$ cat config.mk
export PLATFORM = sky130hd
export DESIGN_NAME = reg_file_sb
export DESIGN_NICKNAME = d
export VERILOG_FILES = /design/src/rtl/reg_file_sb.sv
export SDC_FILE = /design/constraint.sdc
export NUM_CORES = 2
export LEC_CHECK = 0
export ABC_AREA = 0
export CELL_PAD_IN_SITES_DETAIL_PLACEMENT = 1
export CELL_PAD_IN_SITES_GLOBAL_PLACEMENT = 2
export CORE_MARGIN = 5
export CORE_UTILIZATION = 43
export DETAILED_ROUTE_END_ITERATION = 7
export DONT_BUFFER_PORTS = 1
export GPL_TIMING_DRIVEN = 0
export PLACE_DENSITY = 0.83
export SLEW_MARGIN = 0
export SYNTH_ARGS = -nofsm -noshare
export SYNTH_HDL_FRONTEND = slang
export SYNTH_SLANG_ARGS = --single-unit
export TNS_END_PERCENT = 20
$ cat constraint.sdc
create_clock -name clk -period 5.5 [get_ports clk]
set_input_delay 1.1 -clock clk [delete_from_list [all_inputs] [get_ports clk]]
set_output_delay 1.1 -clock clk [all_outputs]
set_load 0.01 [all_outputs]
$ cat src/rtl/reg_file_sb.sv
// reg_file_sb
//   Integer register file (2**ADDR_BITS entries) with a busy-bit scoreboard.
//   Decode reads two operands and may reserve a destination that a
//   multi-cycle op (e.g. a load) will fill later; writeback writes results
//   and clears the matching busy bit.
//
// Ports
//   clk, rst_n           rising-edge clock, asynchronous active-low reset
//   rs1_addr, rs2_addr   read indices
//   rs1_data, rs2_data   read values (combinational, with write bypass)
//   rs1_busy, rs2_busy   read register still awaits a pending write
//   wr_en/addr/data      writeback port
//   resv_en, resv_addr   reservation request from decode
//   resv_ok              reservation accepted this cycle (combinational)
//   pending_cnt          registered count of busy bits
module reg_file_sb #(
    parameter int DATA_BITS = 32,
    parameter int ADDR_BITS = 5
) (
    input  logic                 clk,
    input  logic                 rst_n,
    input  logic [ADDR_BITS-1:0] rs1_addr,
    input  logic [ADDR_BITS-1:0] rs2_addr,
    output logic [DATA_BITS-1:0] rs1_data,
    output logic [DATA_BITS-1:0] rs2_data,
    output logic                 rs1_busy,
    output logic                 rs2_busy,
    input  logic                 wr_en,
    input  logic [ADDR_BITS-1:0] wr_addr,
    input  logic [DATA_BITS-1:0] wr_data,
    input  logic                 resv_en,
    input  logic [ADDR_BITS-1:0] resv_addr,
    output logic                 resv_ok,
    output logic [ADDR_BITS:0]   pending_cnt
);

    localparam int ENTRIES = 1 << ADDR_BITS;
    localparam logic [ADDR_BITS-1:0] ZERO_ADDR = {ADDR_BITS{1'b0}};

    // Number of set bits in a busy vector.
    function automatic logic [ADDR_BITS:0] popcount(input logic [ENTRIES-1:0] v);
        logic [ADDR_BITS:0] cnt;
        cnt = {(ADDR_BITS+1){1'b0}};
        for (int i = 0; i < ENTRIES; i++) begin
            cnt = cnt + {{ADDR_BITS{1'b0}}, v[i]};
        end
        return cnt;
    endfunction

    logic [DATA_BITS-1:0] regs_r [ENTRIES];
    logic [ENTRIES-1:0]   busy_r;
    logic [ADDR_BITS:0]   pending_cnt_r;

    logic                 wr_act_s;
    logic                 set_s;
    logic [ENTRIES-1:0]   busy_nxt_s;
    logic                 rs1_hit_s;
    logic                 rs2_hit_s;
    logic                 resv_hit_s;

    // Qualify the write strobe and the bypass matches for each consumer.
    always_comb begin
        wr_act_s   = wr_en && (wr_addr != ZERO_ADDR);
        rs1_hit_s  = wr_en && (wr_addr == rs1_addr);
        rs2_hit_s  = wr_en && (wr_addr == rs2_addr);
        resv_hit_s = wr_en && (wr_addr == resv_addr);
    end

    // Read port 1: x0 is hard zero, then same-cycle write bypass, then array.
    always_comb begin
        rs1_data = {DATA_BITS{1'b0}};
        if (rs1_addr == ZERO_ADDR) begin
            rs1_data = {DATA_BITS{1'b0}};
        end else if (rs1_hit_s) begin
            rs1_data = wr_data;
        end else begin
            rs1_data = regs_r[rs1_addr];
        end
    end

    // Read port 2: same priority as port 1.
    always_comb begin
        rs2_data = {DATA_BITS{1'b0}};
        if (rs2_addr == ZERO_ADDR) begin
            rs2_data = {DATA_BITS{1'b0}};
        end else if (rs2_hit_s) begin
            rs2_data = wr_data;
        end else begin
            rs2_data = regs_r[rs2_addr];
        end
    end

    // Hazard flags; a write landing this cycle resolves the hazard.
    // busy_r[0] is never set, so x0 never reports busy.
    always_comb begin
        rs1_busy = busy_r[rs1_addr] && !rs1_hit_s;
        rs2_busy = busy_r[rs2_addr] && !rs2_hit_s;
    end

    // Reservation grant: refused only while the target is busy and not being
    // written this cycle (WAW guard). x0 is always granted but never marked.
    always_comb begin
        resv_ok = 1'b0;
        if (resv_en) begin
            resv_ok = (resv_addr == ZERO_ADDR) || !busy_r[resv_addr] || resv_hit_s;
        end else begin
            resv_ok = 1'b0;
        end
        set_s = resv_ok && (resv_addr != ZERO_ADDR);
    end

    // Next busy vector: write clears first, so a same-register reservation wins.
    always_comb begin
        busy_nxt_s = busy_r;
        if (wr_act_s) begin
            busy_nxt_s[wr_addr] = 1'b0;
        end else begin
            busy_nxt_s = busy_r;
        end
        if (set_s) begin
            busy_nxt_s[resv_addr] = 1'b1;
        end else begin
            busy_nxt_s[resv_addr] = busy_nxt_s[resv_addr];
        end
    end

    // Register array write; entry 0 stays zero forever.
    always_ff @(posedge clk or negedge rst_n) begin
        if (!rst_n) begin
            for (int i = 0; i < ENTRIES; i++) begin
                regs_r[i] <= {DATA_BITS{1'b0}};
            end
        end else if (wr_act_s) begin
            regs_r[wr_addr] <= wr_data;
        end
    end

    // Scoreboard state and its registered population count.
    always_ff @(posedge clk or negedge rst_n) begin
        if (!rst_n) begin
            busy_r        <= {ENTRIES{1'b0}};
            pending_cnt_r <= {(ADDR_BITS+1){1'b0}};
        end else begin
            busy_r        <= busy_nxt_s;
            pending_cnt_r <= popcount(busy_nxt_s);
        end
    end

    assign pending_cnt = pending_cnt_r;

endmodule

======== After elaboration in Yosys (flattened, before gate mapping) ========
Index checks and enable logic that the tools add are counted.
word-level totals
  flip-flop bits (word level) ............. 1062
  input port bits ......................... 56
  output and inout port bits .............. 73
  logic and storage cells ................. 133
cells by class
  add/subtract/negate cells ............... 31
  magnitude comparators ................... 10
  equal/unequal tests ..................... 3
  muxes and demuxes ....................... 29
  bitwise logic cells ..................... 6
  reduce and logical (&&, ||, !) cells .... 20
operator list
  kind                                                               count
  bitwise mux 1024 bit                                               1
  two-way mux 32 bit                                                 11
  binary-select mux 32 bit (select 5 bit)                            2
  demux 32 bit (select 5 bit)                                        1
  adder 6 x 1 -> 6 bit                                               26
  bitwise AND 32 bit                                                 1
  bitwise mux 32 bit                                                 1
  NOT 32 bit                                                         1
  OR 32 bit                                                          1
  < comparator 5 x 6 -> 1 bit, second input constant                 4
  binary-select mux 1 bit (select 5 bit)                             4
  greater-or-equal comparator 6 bit, second input constant           3
  NOT 5 -> 6 bit                                                     3
  equality test 5 bit                                                3
  logical NOT 5 bit                                                  3
  demux 1 bit (select 5 bit)                                         2
  greater-or-equal comparator 5 x 1 -> 1 bit, second input constant  2
  logical AND 1 bit                                                  10
  nonzero test 5 bit                                                 2
  two-way mux 1 bit                                                  7
  adder 5 x 1 -> 6 bit                                               1
  < comparator 6 x 1 -> 1 bit, second input constant                 1
  adder 4 x 1 -> 5 bit                                               1
  adder 3 x 1 -> 4 bit                                               1
  4 further kinds                                                    7

======== Depth between registers and ports, before layout ========
  depth in word-level cells ............... 42
  depth in mapped cells ................... 27
  depth with buffers taken out ............ 24

======== Least setup slack after synthesis ========
Ideal clock, no wire load.
  path kind ............................... in2reg
  start ................................... input port wr_addr[2]
  end ..................................... register pending_cnt_r[4] (netlist: pending_cnt[4])
  setup time .............................. 0.123 ns
  arrival ................................. 6.979 ns
  required time ........................... 5.377 ns
  setup slack ............................. -1.602 ns
  stages .................................. 27
  buffers on the path ..................... 3
  cells stage by stage .................... buf_2 > buf_2 > and4bb_2 > nand2_2 > and2_1 > a221oi_2 > nor4_4 > a21oi_4 > buf_4 > a21oi_1 > fa_1 > inv_1 > fa_1 > inv_1 > fa_1 > fa_1 > inv_1 > fa_1 > fa_1 > inv_1 > ha_1 > inv_1 > fa_1 > inv_1 > a21o_1 > a21oi_1 > xnor2_1
on the way
  elaborated cells on any way between the ends .. 51
  those cells by class .................... add/sub (31); order compare (2); eq/ne (1); mux (8); bitwise (3); reduce/logical (6)
RTL lines
  element                                                                                                          RTL line  RTL
  from (decl)                                                                                                      29        input logic [ADDR_BITS-1:0] wr_addr,
  < comparator 5 x 6 -> 1 bit (implied by the code) or greater-or-equal comparator 5 x 1 -> 1 bit (tied branches)  116       busy_nxt_s[wr_addr] = 1'b0;
  logical AND 1 bit (implied by the code)                                                                          116
  two-way mux 1 bit (implied by the code)                                                                          116
  demux 1 bit (select 5 bit)                                                                                       116
  NOT 32 bit (no line)                                                                                             n/a
  bitwise AND 32 bit (no line)                                                                                     n/a
  two-way mux 32 bit                                                                                               115       if (wr_act_s) begin
  binary-select mux 1 bit (select 5 bit)                                                                           123       busy_nxt_s[resv_addr] = busy_nxt_s[resv_addr];
  two-way mux 1 bit (implied by the code)                                                                          123
  bitwise mux 32 bit                                                                                               123
  two-way mux 32 bit (*)                                                                                           120       if (set_s) begin
  via busy_nxt_s[17]                                                                                               56        logic [ENTRIES-1:0] busy_nxt_s;
  adder 6 x 1 -> 6 bit (*) (15 in series)                                                                          45        cnt = cnt + {{ADDR_BITS{1'b0}}, v[i]};
  to (signal assigned)                                                                                             142       pending_cnt_r <= {(ADDR_BITS+1){1'b0}};
  to (signal assigned)                                                                                             145       pending_cnt_r <= popcount(busy_nxt_s);
  to (decl)                                                                                                        52        logic [ADDR_BITS:0] pending_cnt_r;
The timed path passes the listed nets; every way through them passes the cells marked *. The select of a mux whose other input is x is not followed.
A chain may end at the register's enable or synchronous reset.

======== Worst setup path after layout ========
  start ................................... input port resv_addr[0]
  end ..................................... register pending_cnt_r[4] (netlist: pending_cnt[4])
on the way
  elaborated cells on any way between the ends .. 52
  those cells by class .................... add/sub (31); order compare (2); eq/ne (1); mux (9); bitwise (1); reduce/logical (8)
RTL lines
  element                                                              RTL line  RTL
  from (decl)                                                          32        input logic [ADDR_BITS-1:0] resv_addr,
  branches (longest 7 deep; another with < comparator 5 x 6 -> 1 bit)  n/a
  two-way mux 32 bit (*)                                               120
  via busy_nxt_s[15]                                                   56
  adder 6 x 1 -> 6 bit (*) (17 in series)                              45
Mark *: on every way through the listed nets, which the timed path passes. The select of a mux whose other input is x is not followed.

==> metrics.csv <==
stage,metric,value,unit
outcome,outcome,finished with violations,
outcome,violations,"max-capacitance violations, max-slew violations, negative setup slack",
timing,fin_ws,-1.180,ns
route,wl_met1,91.15,mm
route,remaining_drc_errors,0,
route,routed-wl-met2,107.8,mm
power_and_ir_drop,p_total,0.02843,W
setup_path,arrival,7.32,ns
timing,relSlewSlack,-2.309,%
job,cap_viol_max_count,4,
route,firstDrtPassIters,5,
timing,fmax,149.7,MHz
logic_synthesis,netlist_area,58700,sq um
clock_tree,root_buffer,clkbuf_16,
cells_and_area,final_nets,4170,
grt,grt_pass1_wl,344.0,mm
route,maxUsedRoutingLayer,met5,
cells_and_area,nFillCells,13000,
grt,grt_start_max_net_pins,208,
clock_tree,tritoncts,yes,
route,dr.first_iter.drc_count,5719,
timing,fin_worst_skew,0.01246,ns
route,wl_met3,30.87,mm
setup_path,crit_path_start_kind,input port,
grt,gr-total-overflow,0,
timing,drv_slew,33,
power_and_ir_drop,power_leakage,28.15,nW
placement,gp_congestion,0.9988,
floorplan,num_rows,135,
logic_synthesis,synth_area_per_cell,15.11,sq um
setup_path,worstRegToRegCells,24,
grt,grt_pass1_vias,43120,
floorplan,start_util,43.28,%
floorplan,coreArea,135600,sq um
grt,grt.total_usage,34.59,%
clock_tree,clk_latency,0.76,ns
logic_synthesis,synth-edff-count,0,
setup_path,timing.reg2reg.setup_slack,-1.01,ns
logic_synthesis,ys_types,73,
clock_tree,clk_pin_slew,0.06,ns
setup_path,worst_setup_path_end_kind,register,
timing,tightest_slew,1.535,ns
logic_synthesis,ys_seq_area_share,45.27,%
floorplan,die_w,379.5,um
clock_tree,clockBufferDepth,3,
placement,numPortBuffers,0,
route,routed_wl,248.8,mm
logic_synthesis,yosys-top-cells-area,"dfrtp_1, mux4_2, mux2_2, mux2i_1, clkbuf_1",
grt,grt_antenna_before_repair,12,
logic_synthesis,synth_seq_cells,1062,
timing,setup_viol,47,
logic_synthesis,synth_top_flop_cell,dfrtp_1,
floorplan,io_pins,129,
setup_path,critPathTopFamily,adder cells,
hold_path,holdCritPathClass,input port to async pin,
cells_and_area,final_util,49.18,%
logic_synthesis,ys_async_sr_fraction,100.0,%
cells_and_area,area_growth,13.63,%
timing,min_period_over_period,121.5,%
clock_tree,cts_sinks,1062,
setup_path,path_buf_inv,10,
power_and_ir_drop,p_per_area,426.2,nW/um^2
floorplan,die_height,379.5,um
route,viasPerCell,6.961,
logic_synthesis,syn_nets,3972,
route,wl_per_cell,41.67,um
clock_tree,cts_buffers,117,
cells_and_area,drive_gt1_share,50.91,%
logic_synthesis,ys_warn_count,0,
setup_path,r2r-end,pending_cnt[4],
logic_synthesis,yosys.area.top_type,dfrtp_1,
setup_path,cpPeakStageDelay,0.56,ns
clock_tree,htreeDepth,3,
placement,dpl.hpwl,177.9,mm
setup_path,cpMaxStageDelayCell,fa_2,
timing,rsz0062_at_grt,yes,
setup_path,crit_fanout,11,
route,num_vias,41560,
logic_synthesis,syn_inst,3885,
floorplan,die_area,144000,sq um
setup_path,critPathKind,input port to register,
setup_path,cp_common_cell,fa_2,
route,ant_nets,0,
power_and_ir_drop,ir_drop,0.001056,V
setup_path,timing.rr.start,busy_r[6],
logic_synthesis,synth_top_area_share,45.27,%
timing,hold_violations,0,
timing,fin_crit,6.680,ns
setup_path,cp.required,6.14,ns
-- what timing repair did --
item	in CTS	in global routing
gates cloned	1	1
pin swaps	39	32
buffers inserted	49	23
gates resized for setup	168	63
endpoints found under the setup margin	72	31
hold buffers	0	0
-- cell usage after synthesis, drive strengths merged, types with 4 or more instances --
master and instances:
dfrtp 1062, mux2 968, mux4 617, clkbuf 275, buf 173, nand2 137
mux2i 126, a211oi 123, nor2 109, nor2b 37, nor3 29, inv 26
fa 24, a21oi 23, o21ai 18, o31ai 10, xnor2 10, nand3 8
o221ai 8, xor2 8, ha 7, o22ai 7, a31oi 6, nand2b 6
o211ai 6, and2 4, and3 4, nor4 4, or2 4
-- registers in the layout, indices dropped and copies added (netlist names) --
name	flops
pending_cnt	6
regs_r	1024
busy_r	32
-- cells in the final DEF, fill, tap and decap left out, drive strengths merged, types with 37 or more instances in the layout --
| cell type | synthesis | layout |
|---|---|---|
| mux2 | 968 | 968 |
| a211oi | 123 | 123 |
| buf | 173 | 242 |
| nand2 | 137 | 137 |
| dfrtp | 1062 | 1062 |
| clkbuf | 275 | 457 |
| mux2i | 126 | 126 |
| nor2 | 109 | 109 |
| nor2b | 37 | 37 |
| mux4 | 617 | 617 |
-- cells by family after synthesis --
logic type / share of synthesized area [%]
AO/OA/AOI/OAI: 2.822
XOR/XNOR: 0.2686
adder cells (fa/ha/maj): 0.9677
buffers and inverters: 3.299
flip-flops: 45.27
multiplexers: 44.39
AND/OR/NAND/NOR: 2.982
-- layer usage --
metal  GRT usage [%]  vias up
li1                -    15380
met2           50.43     2673
met3           13.26      762
met4           20.46        4
met1           44.02    22740
met5               0        -
-- worst max path at each step --
stage / from / endpoint / slack, ns / cells past startpoint
2_1_floorplan: resv_addr[2] / pending_cnt[4] / -1.32 / 24
3_3_place_gp: wr_addr[4] / pending_cnt[4] / -3.30 / 25
3_5_place_dp: wr_addr[4] / pending_cnt[4] / -3.37 / 25
4_1_cts: wr_addr[4] / pending_cnt[4] / -1.16 / 28
5_1_grt: resv_addr[0] / pending_cnt[4] / -1.32 / 27
6_report: resv_addr[0] / pending_cnt[4] / -1.18 / 27
-- per-stage QoR --
step / setup TNS, ns / worst slack [ns] / hold WS, ns / std cells / area (sq um)
floorplan: -6.801 / -1.320 / 0.4413 / 3885 / 58810
global placement: -67.86 / -3.300 / 0.4538 / 5666 / 61040
detailed placement: -68.85 / -3.365 / 0.4671 / 5674 / 61250
CTS: -5.651 / -1.160 / 0.3192 / 5936 / 66240
global route: -7.660 / -1.316 / 0.3211 / 5961 / 66680
finish: -9.826 / -1.180 / 0.2334 / 5970 / 66700
-- where the power goes --
group          internal (W)  leakage (nW)  total (W)  switching, W
Sequential          0.00940          13.6     0.0107       0.00129
Clock               0.00463          1.94    0.00820       0.00358
Combinational       0.00508          12.6    0.00954       0.00445
-- cell type report --
class | instances | area [sq um] | area share, %
flip-flops and latches | 1062 | 26580 | 39.84
clock inverters | 36 | 470.5 | 0.7053
plain buffers | 444 | 2096 | 3.142
repair buffers | 82 | 842.1 | 1.262
well taps | 1781 | 2228 | 3.341
diodes | 9 | 22.52 | 0.03376
inverters | 26 | 101.3 | 0.1519
multi-input cells | 2350 | 30900 | 46.33
clock buffers | 180 | 3465 | 5.194
Note: power is estimated with default switching activity, not from simulation.
